`src/rtl/hex_display_pkg.sv`:
```
// Shared types and constants for the multiplexed hex display driver.
package hex_display_pkg;

  // Per-slot phase: BLANK keeps every anode off to hide ghosting while the
  // segment lines settle; ON lights the selected digit.
  typedef enum logic {
    ST_BLANK = 1'b0,
    ST_ON    = 1'b1
  } scan_state_e;

  // Active-low segment codes {g,f,e,d,c,b,a}, indexed by nibble value.
  localparam logic [15:0][6:0] SEG_TABLE = {
    7'h0E,  // F
    7'h06,  // E
    7'h21,  // d
    7'h46,  // C
    7'h03,  // b
    7'h08,  // A
    7'h10,  // 9
    7'h00,  // 8
    7'h78,  // 7
    7'h02,  // 6
    7'h12,  // 5
    7'h19,  // 4
    7'h30,  // 3
    7'h24,  // 2
    7'h79,  // 1
    7'h40   // 0
  };

  // All segments off.
  localparam logic [6:0] SEG_OFF = 7'h7F;

endpackage

```
`src/rtl/seven_segment_decoder.sv`:
```
// Combinational hex nibble to active-low seven-segment code.
module seven_segment_decoder
  import hex_display_pkg::*;
(
  input  logic [3:0] nibble,
  output logic [6:0] seg
);

  // Straight table lookup.
  assign seg = SEG_TABLE[nibble];

endmodule

```
`src/rtl/hex_scan_driver.sv`:
```
// Time-multiplexed driver for up to eight common-anode hex digits.
// Inputs are snapshotted once per frame so a frame never mixes old and new
// data; every panel output is registered.
module hex_scan_driver
  import hex_display_pkg::*;
#(
  parameter int NUM_DIGITS   = 8,
  parameter int SLOT_CYCLES  = 100000,
  parameter int BLANK_CYCLES = 1000,
  parameter int LZ_BLANK     = 1
) (
  input  logic                    CLK100MHZ,
  input  logic                    RST,
  input  logic [4*NUM_DIGITS-1:0] value,
  input  logic [NUM_DIGITS-1:0]   dp,
  input  logic [NUM_DIGITS-1:0]   digit_en,
  output logic [7:0]              AN,
  output logic [6:0]              SEG,
  output logic                    DP,
  output logic                    frame_start
);

  localparam int PW = (SLOT_CYCLES > 1) ? $clog2(SLOT_CYCLES) : 1;
  localparam logic [PW-1:0] PRESC_LAST = PW'(SLOT_CYCLES - 1);
  localparam logic [2:0]    SLOT_LAST  = 3'(NUM_DIGITS - 1);

  logic [PW-1:0] presc_q, presc_d;
  logic [2:0]    slot_q, slot_d;
  scan_state_e   state_q, state_d;
  logic          first_q;
  logic          frame_end, capture, in_blank_d;

  logic [31:0]   val_q;
  logic [7:0]    dp_q, en_q;
  logic [7:0]    lz_sup;
  logic [3:0]    nibble;
  logic [6:0]    seg_dec;
  logic          active;

  logic [7:0]    an_q;
  logic [6:0]    seg_q;
  logic          dp_out_q;
  logic          fs_q;

  assign frame_end = (slot_q == SLOT_LAST) && (presc_q == PRESC_LAST);
  // The first edge after reset takes a fresh snapshot and holds the counter,
  // so the first frame starts at slot 0 with valid data like every other one.
  assign capture   = first_q || frame_end;

  // Next prescaler / slot index, frozen on the post-reset snapshot edge.
  always_comb begin
    presc_d = presc_q;
    slot_d  = slot_q;
    if (!first_q) begin
      if (presc_q == PRESC_LAST) begin
        presc_d = '0;
        slot_d  = (slot_q == SLOT_LAST) ? 3'd0 : slot_q + 3'd1;
      end else begin
        presc_d = presc_q + 1'b1;
      end
    end
  end

  generate
    if (BLANK_CYCLES == 0) begin : g_noblank
      assign in_blank_d = 1'b0;
    end else begin : g_blank
      assign in_blank_d = (presc_d < PW'(BLANK_CYCLES));
    end
  endgenerate

  // Counter state and the post-reset marker.
  always_ff @(posedge CLK100MHZ or posedge RST) begin
    if (RST) begin
      presc_q <= '0;
      slot_q  <= '0;
      first_q <= 1'b1;
    end else begin
      presc_q <= presc_d;
      slot_q  <= slot_d;
      first_q <= 1'b0;
    end
  end

  // Slot phase register.
  always_ff @(posedge CLK100MHZ or posedge RST) begin
    if (RST) state_q <= ST_BLANK;
    else     state_q <= state_d;
  end

  // Phase follows the prescaler position the counter is about to enter.
  always_comb begin
    state_d = ST_ON;
    if (in_blank_d) state_d = ST_BLANK;
  end

  // Frame snapshot of the client inputs, zero-padded to eight digits.
  always_ff @(posedge CLK100MHZ or posedge RST) begin
    if (RST) begin
      val_q <= '0;
      dp_q  <= '0;
      en_q  <= '0;
    end else if (capture) begin
      val_q <= 32'(value);
      dp_q  <= 8'(dp);
      en_q  <= 8'(digit_en);
    end
  end

  // Leading-zero suppression: digit i>0 goes dark when it and every digit
  // above it are zero. Digit 0 always shows so a zero value reads "0".
  generate
    for (genvar i = 0; i < 8; i++) begin : g_lz
      if (LZ_BLANK != 0 && i > 0 && i < NUM_DIGITS) begin : g_on
        assign lz_sup[i] = ~|val_q[31:4*i];
      end else begin : g_off
        assign lz_sup[i] = 1'b0;
      end
    end
  endgenerate

  assign nibble = val_q[{slot_q, 2'b00} +: 4];

  seven_segment_decoder u_dec (
    .nibble (nibble),
    .seg    (seg_dec)
  );

  // During the post-reset hold state_q is still BLANK, so nothing lights.
  assign active = (state_q == ST_ON) && en_q[slot_q] && !lz_sup[slot_q];

  // Registered panel drive; unused anodes stay high because slot < NUM_DIGITS.
  always_ff @(posedge CLK100MHZ or posedge RST) begin
    if (RST) begin
      an_q     <= 8'hFF;
      seg_q    <= SEG_OFF;
      dp_out_q <= 1'b1;
      fs_q     <= 1'b0;
    end else begin
      an_q     <= active ? ~(8'd1 << slot_q) : 8'hFF;
      seg_q    <= active ? seg_dec : SEG_OFF;
      dp_out_q <= ~(active && dp_q[slot_q]);
      fs_q     <= capture;
    end
  end

  assign AN          = an_q;
  assign SEG         = seg_q;
  assign DP          = dp_out_q;
  assign frame_start = fs_q;

endmodule

```
`config.mk`:
```
export PLATFORM = sky130hd
export DESIGN_NAME = hex_scan_driver
export DESIGN_NICKNAME = d
export VERILOG_FILES = /design/src/rtl/hex_display_pkg.sv /design/src/rtl/seven_segment_decoder.sv /design/src/rtl/hex_scan_driver.sv
export SDC_FILE = /design/constraint.sdc
export NUM_CORES = 1
export LEC_CHECK = 0
export ABC_AREA = 1
export CAP_MARGIN = 0
export CELL_PAD_IN_SITES_DETAIL_PLACEMENT = 1
export CELL_PAD_IN_SITES_GLOBAL_PLACEMENT = 1
export CORE_MARGIN = 3
export CORE_UTILIZATION = 43
export CTS_CLUSTER_DIAMETER = 50
export DETAILED_ROUTE_END_ITERATION = 12
export PLACE_DENSITY = 0.83
export SYNTH_ARGS = -nofsm -noshare
export SYNTH_HDL_FRONTEND = slang
export SYNTH_SLANG_ARGS = --single-unit
```
`constraint.sdc`:
```
create_clock -name CLK100MHZ -period 7.4 [get_ports CLK100MHZ]
set_input_delay 0.74 -clock CLK100MHZ [delete_from_list [all_inputs] [get_ports CLK100MHZ]]
set_output_delay 0.74 -clock CLK100MHZ [all_outputs]
set_load 0.03 [all_outputs]
```
======== Yosys cells after proc, flatten, opt, wreduce, memory -nomap -nowiden ========
Memory sizes are Yosys's and may differ from the RTL's.
Cells that the tools add are included.
cells by class
  $add $sub $neg .......................... 2
  order comparisons ....................... 3
  equality and inequality tests ........... 2
  shift-type cells ........................ 2
  mux-type cells .......................... 13
  bitwise gates (word level) .............. 3
  reduce and logical (&&, ||, !) cells .... 21
operators with widths
  kind                                                                            count
  17-bit 2-to-1 mux                                                               2
  32-bit by 6-bit variable part select with 4-bit output                          1
  28-bit OR reduction                                                             1
  24-bit OR reduction                                                             1
  20-bit OR reduction                                                             1
  17-bit by 1-bit adder with 17-bit output, second input constant                 1
  17-bit == test, second input constant                                           1
  17-bit by 10-bit less-than comparator with 1-bit output, second input constant  1
  16-bit OR reduction                                                             1
  7-bit 2-to-1 mux                                                                2
  12-bit OR reduction                                                             1
  1-bit binary-select mux with 3-bit select                                       3
  1-bit zero test                                                                 8
  8-bit 2-to-1 mux                                                                1
  8-bit inverter                                                                  1
  8-bit OR reduction                                                              1
  1-bit by 3-bit left shift with 8-bit output, first input constant               1
  4-bit by 5-bit less-than comparator with 1-bit output, second input constant    1
  1-bit logical AND                                                               4
  3-bit by 4-bit less-than comparator with 1-bit output, second input constant    1
  1-bit 2-to-1 mux                                                                4
  4-bit OR reduction                                                              1
  3-bit by 1-bit adder with 3-bit output, second input constant                   1
  3-bit == test, second input constant                                            1
  other kinds (4)                                                                 5
storage, ports and cells
  flip-flop bits (word level) ............. 87
  bits in read-only memories .............. 112
  input bits .............................. 50
  output and inout port bits .............. 17
  logic and storage cells ................. 58
  memories kept ........................... 1
memories
  memory            depth  width  rd ports  clocked after memory_dff  write ports  line                         source
  (name not given)  16     7      1         0                         0            seven_segment_decoder.sv:10  assign seg = SEG_TABLE[nibble];

======== Depth between registers and ports, before layout ========
Gate-level depths: netlist of run 1.
  word-level depth ........................ 8
  mapped depth ............................ 13
  gate-level depth less buffers ........... 11

======== Hierarchy ========
Synthesis of run 1 repeated with hierarchy kept, for this count alone.
unflattened totals
  cell total of the unflattened synthesis .. 596
  area, all modules ....................... 4745.8 um^2
by module, submodules not included
  module                 times used  cells each  area an instance (um^2)  seq. area each (um^2)
  hex_scan_driver        1           547         4471.8                   2198.4
  seven_segment_decoder  1           49          274.0                    0.0

======== Worst setup path before layout of run 1 ========
OpenSTA, ideal clock, no wires.
  kind .................................... register -> register
  start point ............................. register slot_q[0]
  end point ............................... register seg_q[5] (netlist: SEG[5])
  library setup time ...................... 0.083 ns
  arrival ................................. 1.827 ns
  data required time ...................... 7.317 ns
  setup slack ............................. 5.490 ns
  stages on the path, launching flop included .. 12
  path buffers ............................ 2
  clock period less this slack ............ 1.910 ns
  path through ............................ dfrtp_1 -> buf_6 -> buf_2 -> o211ai_1 -> nand2_1 -> o21ai_1 -> inv_1 -> ha_1 -> nand3_1 -> nand2_1 -> nand2_1 -> nand3_1
between the ends
  word-level cells in the longest chain between the ends .. 5
  elaborated cells on any way between the ends .. 11
  those cells by class .................... shift: 1; mux: 6; reduce/logical: 3; memory: 1
RTL lines
  element                                                                    line                    source
  start: declaration                                                         hex_scan_driver.sv:28   logic [2:0] slot_q, slot_d;
  start signal: assignment                                                   hex_scan_driver.sv:80   slot_q <= slot_d;
  parallel branches: the longest is 4 deep, another holds memory 16 x 7 bit  --
  7-bit 2-to-1 mux (*)                                                       hex_scan_driver.sv:141  seg_q <= active ? seg_dec : SEG_OFF;
  end signal: assignment                                                     hex_scan_driver.sv:141
  end: declaration                                                           hex_scan_driver.sv:41   logic [6:0] seg_q;
Mark *: on every way between the ends. The select of a mux whose other input is x is not followed.
A chain may end at the register's enable or synchronous reset.

======== Final worst setup path of run 1 ========
  start point ............................. register slot_q[0]
  end point ............................... register val_q[5]
between the ends
  word-level cells in the longest chain between the ends .. 3
RTL lines
  element                 line                    source
  3-bit == test           hex_scan_driver.sv:45   assign frame_end = (slot_q == SLOT_LAST) && (presc_q == PRESC_LAST);
  1-bit logical AND       hex_scan_driver.sv:45
  1-bit logical OR        hex_scan_driver.sv:48   assign capture = first_q || frame_end;
  end signal: assignment  hex_scan_driver.sv:104  val_q <= 32'(value);
  end: declaration        hex_scan_driver.sv:33   logic [31:0] val_q;
No other way between the ends.

==> results of run 1 <==
[worst max path at each step]
| stage | startpoint | endpoint | slack (ps) | cells past startpoint |
|---|---|---|---|---|
| finish | slot_q[0]$_DFFE_PP0P_ | val_q[5]$_DFFE_PP0P_ | 3940 | 5 |
| global route | slot_q[0]$_DFFE_PP0P_ | val_q[10]$_DFFE_PP0P_ | 3530 | 5 |
| CTS | slot_q[0]$_DFFE_PP0P_ | val_q[26]$_DFFE_PP0P_ | 3840 | 5 |
| detailed placement | slot_q[0]$_DFFE_PP0P_ | val_q[26]$_DFFE_PP0P_ | 3900 | 5 |
| global placement | slot_q[0]$_DFFE_PP0P_ | val_q[24]$_DFFE_PP0P_ | 4100 | 6 |
| floorplan | RST | dp_q[0]$_DFFE_PP0P_ | 4440 | 1 |
[placed cells by master, fill, tap and decap left out, drive strengths merged, types with 13 or more instances in the layout]
cell / Yosys / final
ha: 13 / 13
nand2: 198 / 198
dfstp: 17 / 17
dfrtp: 70 / 70
clkbuf: 2 / 13
a21oi: 18 / 18
o21ai: 47 / 47
clkdlybuf4s50: 0 / 66
nor2: 38 / 38
nand3: 66 / 66
inv: 65 / 64
[kinds of logic after synthesis]
group / Yosys count
adder cells (fa/ha/maj): 13
other: 1
AND/OR/NAND/NOR: 319
XOR/XNOR: 4
AO/OA/AOI/OAI: 74
buffers and inverters: 88
flip-flops: 87
[sequential cells by signal, summed over array words and instances, names as in the netlist]
register and cells:
dp_q 8, en_q 8, presc_q 17, first_q 1, slot_q 3, val_q 32, DP 1, SEG 7
state_q 1, frame_start 1, AN 8
[metal layers]
layer | GRT usage [%] | vias up | wire (µm)
li1 | - | 1974 | -
met1 | 28.02 | 1974 | 5445
met2 | 37.06 | 63 | 6138
met3 | 4.855 | 17 | 362
met4 | 5.861 | 0 | 209
met5 | 0 | - | 0
[through the flow]
stage | cells | util (%) | total power [mW] | instance area, µm² | hold slack [ps]
finish | 779 | 53.77 | 1.052 | 5401 | 486.3
global route | 779 | 53.77 | 1.118 | 5401 | 524.9
CTS | 779 | 53.77 | 1.063 | 5401 | 489.3
detailed placement | 763 | 52.02 | 0.7558 | 5225 | 467.5
global placement | 763 | 52.02 | 0.7434 | 5225 | 460.9
floorplan | 586 | - | 0.6832 | 4552 | 443.6
[cell usage after synthesis (3+ instances only)]
cell,number
inv_1,60
o21ai_0,37
nor3_1,5
nand4_1,10
a21oi_1,18
o21ai_1,8
nor2_2,3
inv_2,4
xor2_1,3
buf_6,7
nand2_1,197
dfrtp_1,70
ha_1,13
dfstp_2,17
buf_2,12
nor2_1,35
nand3_1,64
[power groups by stage]
stage	clock (mW)	sequential, mW	combinational (mW)
floorplan	0	0.558	0.126
global placement	0	0.568	0.175
detailed placement	0	0.569	0.186
CTS	0.314	0.561	0.188
global route	0.338	0.567	0.213
finish	0.305	0.562	0.185
[worst reg2reg max path, cell delays in order, from the launching register on]
cell	delay, ps
dfrtp_1	750
ha_1	420
ha_1	220
o21ai_2	850
inv_2	720
o21ai_0	410
[final cells by class]
cell class / count / area, µm² / share of cell area (%)
multi-input cells: 411 / 1944 / 36.00
clock inverters: 3 / 17.52 / 0.3243
inverters: 65 / 247.7 / 4.587
clock buffers: 13 / 158.9 / 2.942
flip-flops and latches: 87 / 2198 / 40.70
well taps: 133 / 166.4 / 3.081
repair buffers: 67 / 668.1 / 12.37
==> metrics, run 1 <==
Setup-failing EPs final=0; Clock Skews=12.43 ps; Post-Synth XOR/XNOR Area=0.7697%; Final Hold Viols=0; vias in the first global route=4195; clk sink count=87; post-synth top area cell=dfrtp_1; clock power share=29.0%; initial antenna violation count=0; maximum clock rate=288.7 MHz; Reg2Reg Depth=5; slowest stage delay, CP=850 ps; Via-to-Cell Ratio=5.171; area delta synth->final=18.66%; DRC=0; largest net degree at the start of global routing=88; Slew headroom=26.50%; CP Data Arrival Time=3720 ps; r2r setup slk=3940 ps; post-synthesis simple-gate area fraction=29.49%; Critical Path Fanout Max=69; Critical Path Sink Type=flop; total negative slack=0 ps; Internal=738.0 µW; status=complete, no violations; prevailing post-synth register cell=dfrtp_1; clock latency on the worst-skew pair=360 ps; TritonCTS buffer count=9; yosys warns=0; pre-CTS WS=3900 ps; post-CTS sizing=0; fin crit share=46.81%; count of input and output buffers=66; width of the chip=108.9 µm; Die Height=108.9 µm; # diodes=0; Yosys top cell area share=38.48%; WL final=12160 µm; core box area=10040 µm²; Seq/Total Area, Yosys=48.30%; CTS H-tree depth=3; Worst path most repeated cell=ha_1; worst slew pin tran=1102 ps; flops & latches, synth=87; Mapped Area=4552 µm²; die area=11860 µm²; mux share of post-synthesis cell area=0%; Hold-fix buffers, CTS=0; Placer Congestion=0.8550; Slew Viols, Final=0; share of power burned in registers=53.4%; first-pass GRT wire length=20190 µm; critical path class=flop to flop; Final WS setup=3936 ps; Final HPWL DP=8836 µm; CTS Buffer Depth=2; gr ovfl total=0; nature of the critical path startpoint=flop; worst vdd ir=0.0001142 V; Initial Utilization=45.32%; WP data required=7660 ps; crit-path cells=ha_1, ha_1, o21ai_2, inv_2, o21ai_0; root buffer cell=clkbuf_8; layout cells sized above 1=7.276%; Nets=704; complex-gate fraction of the synthesized area=8.796%; Distinct cells, synth=35; WL per Instance=15.60 µm; clock tree from TritonCTS=built; worst hold start=val_q[3]$_DFFE_PP0P_; total track usage=21.80%; FP Rows=36; Layout fillers=1259; Worst path top cell family by delay=compound AO/OA/AOI/OAI gates; syn_area_per_cell=7.768 µm²; worst r2r dst=val_q[5]$_DFFE_PP0P_; hold endpoint=val_q[3]$_DFFE_PP0P_; register clock-pin slew on the reported worst setup and hold paths=90 ps; Ports=67; Pre-antenna DRT Iters=4; switching power=313.6 µW; worst path bufs/invs=1; Final ANT Viol Nets=0; asr flop ratio synth=100.0%; logic gate share of total power=17.6%; unrepaired setup endpoints after global routing=no; pwr dens=194.7 nW/µm²; R2R Path Start=slot_q[0]$_DFFE_PP0P_; switching part of the total power=29.82%; initial DRC count=175; Max-cap violations=0; EDFF count, synth=0; post-synthesis cell count=586; Post-CTS Setup Bufs=0; Area contributors post-synth=dfrtp_1 38%, nand2_1 16%, dfstp_2 9.8%; via count=4028; HP Class=flop to flop; Leak=2.607 nW; largest family of logic cells by synthesized area=simple AND/OR/NAND/NOR gates; Tmin final=3464 ps; Critical Path Slowest Stage Cell=o21ai_2; post-synthesis adder-cell area fraction=3.573%; hold path cells=2; Post-Synthesis Net Count=649
No activity file was read; power rests on OpenSTA's default activity.
==> run 2, diff against run 1 <==
--- a/config.mk
+++ b/config.mk
@@ -10,10 +10,10 @@
 export CELL_PAD_IN_SITES_DETAIL_PLACEMENT = 1
 export CELL_PAD_IN_SITES_GLOBAL_PLACEMENT = 1
 export CORE_MARGIN = 3
-export CORE_UTILIZATION = 43
+export CORE_UTILIZATION = 40
 export CTS_CLUSTER_DIAMETER = 50
 export DETAILED_ROUTE_END_ITERATION = 12
-export PLACE_DENSITY = 0.83
+export PLACE_DENSITY = 0.78
 export SYNTH_ARGS = -nofsm -noshare
 export SYNTH_HDL_FRONTEND = slang
 export SYNTH_SLANG_ARGS = --single-unit
==> constraint.sdc (replaced) <==
create_clock -name CLK100MHZ -period 3.3 [get_ports CLK100MHZ]
set_input_delay 0.33 -clock CLK100MHZ [delete_from_list [all_inputs] [get_ports CLK100MHZ]]
set_output_delay 0.33 -clock CLK100MHZ [all_outputs]
set_load 0.03 [all_outputs]
==> run 2 against run 1 <==
Compared with the run above:
- final cell count is 1.3% higher
- largest cell class unchanged
- largest power group unchanged
- global-route usage hardly changed
- worst setup slack worse by 3200 ps
- worst hold slack worse by 150 ps
- sequential power is 130% higher
- clock skew is 7.2 ps lower
- critical path type unchanged
==> metrics, run 2 (synthesis results as in run 1) <==
nature of the critical path startpoint=flop; Pre-antenna DRT Iters=4; Final ANT Viol Nets=0; layout cells sized above 1=7.704%; FP Rows=38; logic gate share of total power=15.8%; initial DRC count=194; Met2 Wirelength=6302 µm; worst slew pin tran=673.3 ps; clock latency on the worst-skew pair=340 ps; TritonCTS buffer count=9; count of input and output buffers=66; worst vdd ir=0.0002045 V; die area=12700 µm²; # diodes=0; biggest regs=val_q (32), presc_q (17); maximum clock rate=397.4 MHz; initial antenna violation count=0; WL per Instance=16.49 µm; Worst path top cell family by delay=flip-flops; Slew headroom=55.11%; Top Metal Used=met4; core box area=10980 µm²; Placer Congestion=0.8394; Max-cap violations=0; area delta synth->final=22.68%; Layout fillers=1370; total negative slack=0 ps; total track usage=21.78%; share of power burned in registers=46.2%; post-CTS sizing=0; metal3 WL=475 µm; Slew Viols, Final=0; vias in the first global route=4463; Final Hold Viols=0; unrepaired setup endpoints after global routing=no; CP Data Arrival Time=2750 ps; clk sink count=87; Internal=1.975 mW; first-pass GRT wire length=22340 µm; WP data required=3530 ps; CTS Buffer Depth=2; switching power=763.2 µW; Critical Path Fanout Max=17; Worst path most repeated cell=nand2_1; Stages on worst setup path=10; status=complete, no violations; slowest stage delay, CP=720 ps; crit-path cells=inv_2, o211ai_1, nand2_1, o21ai_1, inv_1, ha_1, nand3_1, nand2_1, nand2_1, nand3_1; largest net degree at the start of global routing=59; Leak=2.687 nW; Hold-fix buffers, CTS=0; CTS H-tree depth=3; Critical Path Sink Type=flop; switching part of the total power=27.87%; max FFs per register=32; Clock Skews=5.225 ps; worst path bufs/invs=2; via count=4049; Final HPWL DP=9431 µm; Via-to-Cell Ratio=5.132; Die Height=112.7 µm; width of the chip=112.7 µm; DRC=0; hold_ws=340.2 ps; commonest non-fill, non-tap cells in the layout=197 x nand2_1, 70 x dfrtp_1, 66 x clkdlybuf4s50_1, 64 x nand3_1, 59 x inv_1; WL met1=5973 µm; fin crit share=76.25%; Reg2Reg Depth=10; Post-CTS Setup Bufs=0; register bank with the most flops=val_q; root buffer cell=clkbuf_16; pwr dens=490.4 nW/µm²; Tmin final=2516 ps; Ports=67; critical path class=flop to flop; clock power share=38.0%; register clock-pin slew on the reported worst setup and hold paths=60 ps; clock tree from TritonCTS=built; Critical Path Slowest Stage Cell=dfrtp_1; Nets=707; WL final=13010 µm; most common cell after layout, fill and taps aside=nand2_1; gr ovfl total=0; HP Class=input pin to async pin; Setup-failing EPs final=0; Initial Utilization=41.44%
==> run 2: final timing paths <==
kind	start	end	slack, ps
setup reg to reg	slot_q[1]$_DFFE_PP0P_	SEG[3]$_DFF_PP1_	780
min in group CLK100MHZ	dp_q[0]$_DFFE_PP0P_	dp_q[0]$_DFFE_PP0P_	490
setup / recovery	slot_q[1]$_DFFE_PP0P_	SEG[3]$_DFF_PP1_	780
max in group asynchronous	RST	first_q$_DFF_PP1_	2240
hold reg to reg	dp_q[0]$_DFFE_PP0P_	dp_q[0]$_DFFE_PP0P_	490
hold / removal	RST	val_q[26]$_DFFE_PP0P_	340
==> run 2: worst register-to-register path, stage by stage, from the launching register on <==
cell and delay (ps):
dfrtp_1 720, inv_2 280, o211ai_1 180, nand2_1 80, o21ai_1 390, inv_1 160
ha_1 260, nand3_1 140, nand2_1 80, nand2_1 60, nand3_1 70
==> run 2: power by group through the flow <==
stage          sequential, mW  combinational, mW  clock (mW)
2_1_floorplan            1.25              0.282           0
3_3_place_gp             1.28              0.407           0
4_1_cts                  1.26              0.438        1.06
3_5_place_dp             1.28              0.430           0
5_1_grt                  1.28              0.498        1.11
6_report                 1.27              0.432        1.04
==> run 2: per-stage QoR <==
stage	utilization (%)	setup slack, ps	cells	total power [mW]	cell area (µm²)
6_report	50.84	783.9	789	2.739	5584
4_1_cts	50.84	811.8	789	2.761	5584
5_1_grt	50.84	546.4	789	2.893	5584
2_1_floorplan	-	747.9	586	1.532	4552
3_3_place_gp	48.09	1027	773	1.685	5281
3_5_place_dp	48.09	899.1	773	1.711	5281
==> run 2: cell type report <==
type | count | area (µm²) | share of cell area, %
clock buffer | 13 | 260.3 | 4.661
clock inverter | 3 | 42.54 | 0.7618
inverter | 65 | 247.7 | 4.436
multi-input combinational | 411 | 1944 | 34.82
sequential | 87 | 2198 | 39.37
tap | 140 | 175.2 | 3.137
timing repair buffer | 70 | 715.7 | 12.82
==> run 2: routing by layer <==
layer	vias to the layer above	track usage [%]
li1	1977	-
met2	75	36.41
met4	0	7.131
met1	1976	28.73
met3	21	3.774
met5	-	0
==> run 3, diff against run 2 <==
--- a/config.mk
+++ b/config.mk
@@ -10,10 +10,10 @@
 export CELL_PAD_IN_SITES_DETAIL_PLACEMENT = 1
 export CELL_PAD_IN_SITES_GLOBAL_PLACEMENT = 1
 export CORE_MARGIN = 3
-export CORE_UTILIZATION = 40
+export CORE_UTILIZATION = 36
 export CTS_CLUSTER_DIAMETER = 50
 export DETAILED_ROUTE_END_ITERATION = 12
-export PLACE_DENSITY = 0.78
+export PLACE_DENSITY = 0.74
 export SYNTH_ARGS = -nofsm -noshare
 export SYNTH_HDL_FRONTEND = slang
 export SYNTH_SLANG_ARGS = --single-unit
==> constraint.sdc (replaced) <==
create_clock -name CLK100MHZ -period 2.05 [get_ports CLK100MHZ]
set_input_delay 0.205 -clock CLK100MHZ [delete_from_list [all_inputs] [get_ports CLK100MHZ]]
set_output_delay 0.205 -clock CLK100MHZ [all_outputs]
set_load 0.03 [all_outputs]
==> run 3 against run 2 <==
Compared with the run above:
- first-iteration DRC count increased by 0.52%
- global-route usage shrank 2.4 points
- clock skew increased by 3.4 ps
- combinational power is 61% higher
- final cell count rose by 5.1%
- critical path type unchanged
- largest cell class unchanged
==> metrics, run 3 (synthesis results as in run 1) <==
first-pass GRT wire length=21870 µm; Placer Congestion=0.9002; pwr dens=794.1 nW/µm²; clock tree from TritonCTS=built; Slew Viols, Final=0; fin cells=829; core box area=12160 µm²; final core utilization=47.38%; Via-to-Cell Ratio=4.899; # diodes=0; Initial Utilization=37.43%; Critical Path Start=slot_q[0]$_DFFE_PP0P_; WP data required=2300 ps; Leak=2.759 nW; TritonCTS buffer count=9; Post-Place Cells=813; Ports=67; CP Data Arrival Time=2200 ps; root buffer cell=clkbuf_16; max FFs per register=32; Setup-failing EPs final=0; WL final=13170 µm; CTS Buffer Depth=2; Die Height=118.4 µm; fin crit share=95.11%; Critical Path Fanout Max=10; Nets=719; share of power burned in registers=44.5%; Critical Path Sink Type=flop; Final Hold Viols=0; width of the chip=118.4 µm; die area=14030 µm²; DRC=0; gr ovfl total=0; Final ANT Viol Nets=0; largest net degree at the start of global routing=88; status=complete, no violations; maximum clock rate=512.9 MHz; via count=4061; total track usage=19.43%; commonest non-fill, non-tap cells in the layout=196 x nand2_1, 68 x dfrtp_1, 66 x clkdlybuf4s50_1, 64 x nand3_1, 59 x inv_1; logic gate share of total power=15.2%; count of input and output buffers=66; worst vdd ir=0.0004939 V; register bank with the most flops=val_q; R2R Path Start=slot_q[0]$_DFFE_PP0P_; Tmin final=1950 ps; most common cell after layout, fill and taps aside=nand2_1; Hold-fix buffers, CTS=0; register clock-pin slew on the reported worst setup and hold paths=70 ps; FP Rows=40; area delta synth->final=26.58%; switching part of the total power=26.94%; switching power=1.233 mW; critical path class=flop to flop; clock power share=40.4%; CTS H-tree depth=3; Pre-antenna DRT Iters=4; Clock Skews=8.616 ps; Final HPWL DP=9637 µm; Layout fillers=1505; total negative slack=0 ps; WL per Instance=15.89 µm; initial antenna violation count=0; nature of the critical path startpoint=flop; vias in the first global route=4319; initial DRC count=195; layout cells sized above 1=10.44%; clk sink count=87; biggest regs=val_q (32), presc_q (17); Max-cap violations=0; unrepaired setup endpoints after global routing=yes; HP Class=input pin to async pin; Internal=3.343 mW; Post-CTS Setup Bufs=0; clock latency on the worst-skew pair=350 ps
run 3: changes by cell type in the layout (fill, tap and decap cells not counted), moves of 2 or more:
| cell | delta |
|---|---|
| buf_4 | +11 |
| ha_1 | -2 |
| dfrtp_2 | +2 |
| o21ai_0 | -2 |
| ha_2 | +2 |
| dfrtp_1 | -2 |
run 3: cell type report:
type	count	area (µm²)	area share, %
inverter	65	250.2	4.343
timing repair buffer	82	809.5	14.05
clock buffer	13	270.3	4.691
multi-input combinational	411	1956	33.94
sequential	87	2201	38.20
tap	168	210.2	3.648
clock inverter	3	65.06	1.129
run 3: repair_timing:
action | 4_1_cts | 5_1_grt
endpoints found under the setup margin | 0 | 23
endpoints found under the hold margin | 0 | 0
gates resized for setup | 0 | 9
run 3: power by group through the flow:
stage                     Clock [mW]  Combinational [mW]  Sequential, mW
after floorplan                    0               0.454            2.01
after global placement             0               0.658            2.05
after detailed placement           0               0.693            2.06
after CTS                       1.90               0.697            2.03
after global routing            1.98               0.804            2.06
final                           1.85               0.694            2.04
run 3: path summary, 6_finish.rpt:
| kind | endpoint | slack (ps) | depth (start not counted) |
|---|---|---|---|
| hold reg to reg | dp_q[5]$_DFFE_PP0P_ | 480 | 2 |
| max in group asynchronous | first_q$_DFF_PP1_ | 1320 | 3 |
| min in group CLK100MHZ | en_q[3]$_DFFE_PP0P_ | 400 | 3 |
| setup / recovery | SEG[5]$_DFF_PP1_ | 100 | 10 |
| hold / removal | val_q[27]$_DFFE_PP0P_ | 320 | 3 |
| setup reg to reg | SEG[5]$_DFF_PP1_ | 100 | 10 |
run 3: worst max-delay path: stages (launching register included):
cell,delay [ps]
dfrtp_2,460
buf_4,180
o211ai_1,180
nand2_1,70
o21ai_1,210
inv_1,130
ha_2,230
nand3_1,130
nand2_1,70
nand2_1,60
nand3_1,120
run 3: through the flow:
stage	total power, mW	area, µm²	hold slack, ps	setup slack [ps]
finish	4.576	5762	320.6	100.3
global route	4.845	5762	354.0	-38.87
CTS	4.631	5744	348.0	22.88
global placement	2.711	5409	460.5	62.85
floorplan	2.467	4556	314.6	140.2
detailed placement	2.751	5409	464.9	71.98
run 3: layer usage:
layer | vias up | wire [µm] | track usage, % | share of wire [%]
li1 | 1999 | - | - | -
met1 | 1991 | 6111 | 25.14 | 46
met2 | 58 | 6479 | 32.65 | 49
met3 | 13 | 441 | 5.407 | 3.3
met4 | 0 | 142 | 4.055 | 1.1
met5 | - | 0 | 0 | 0
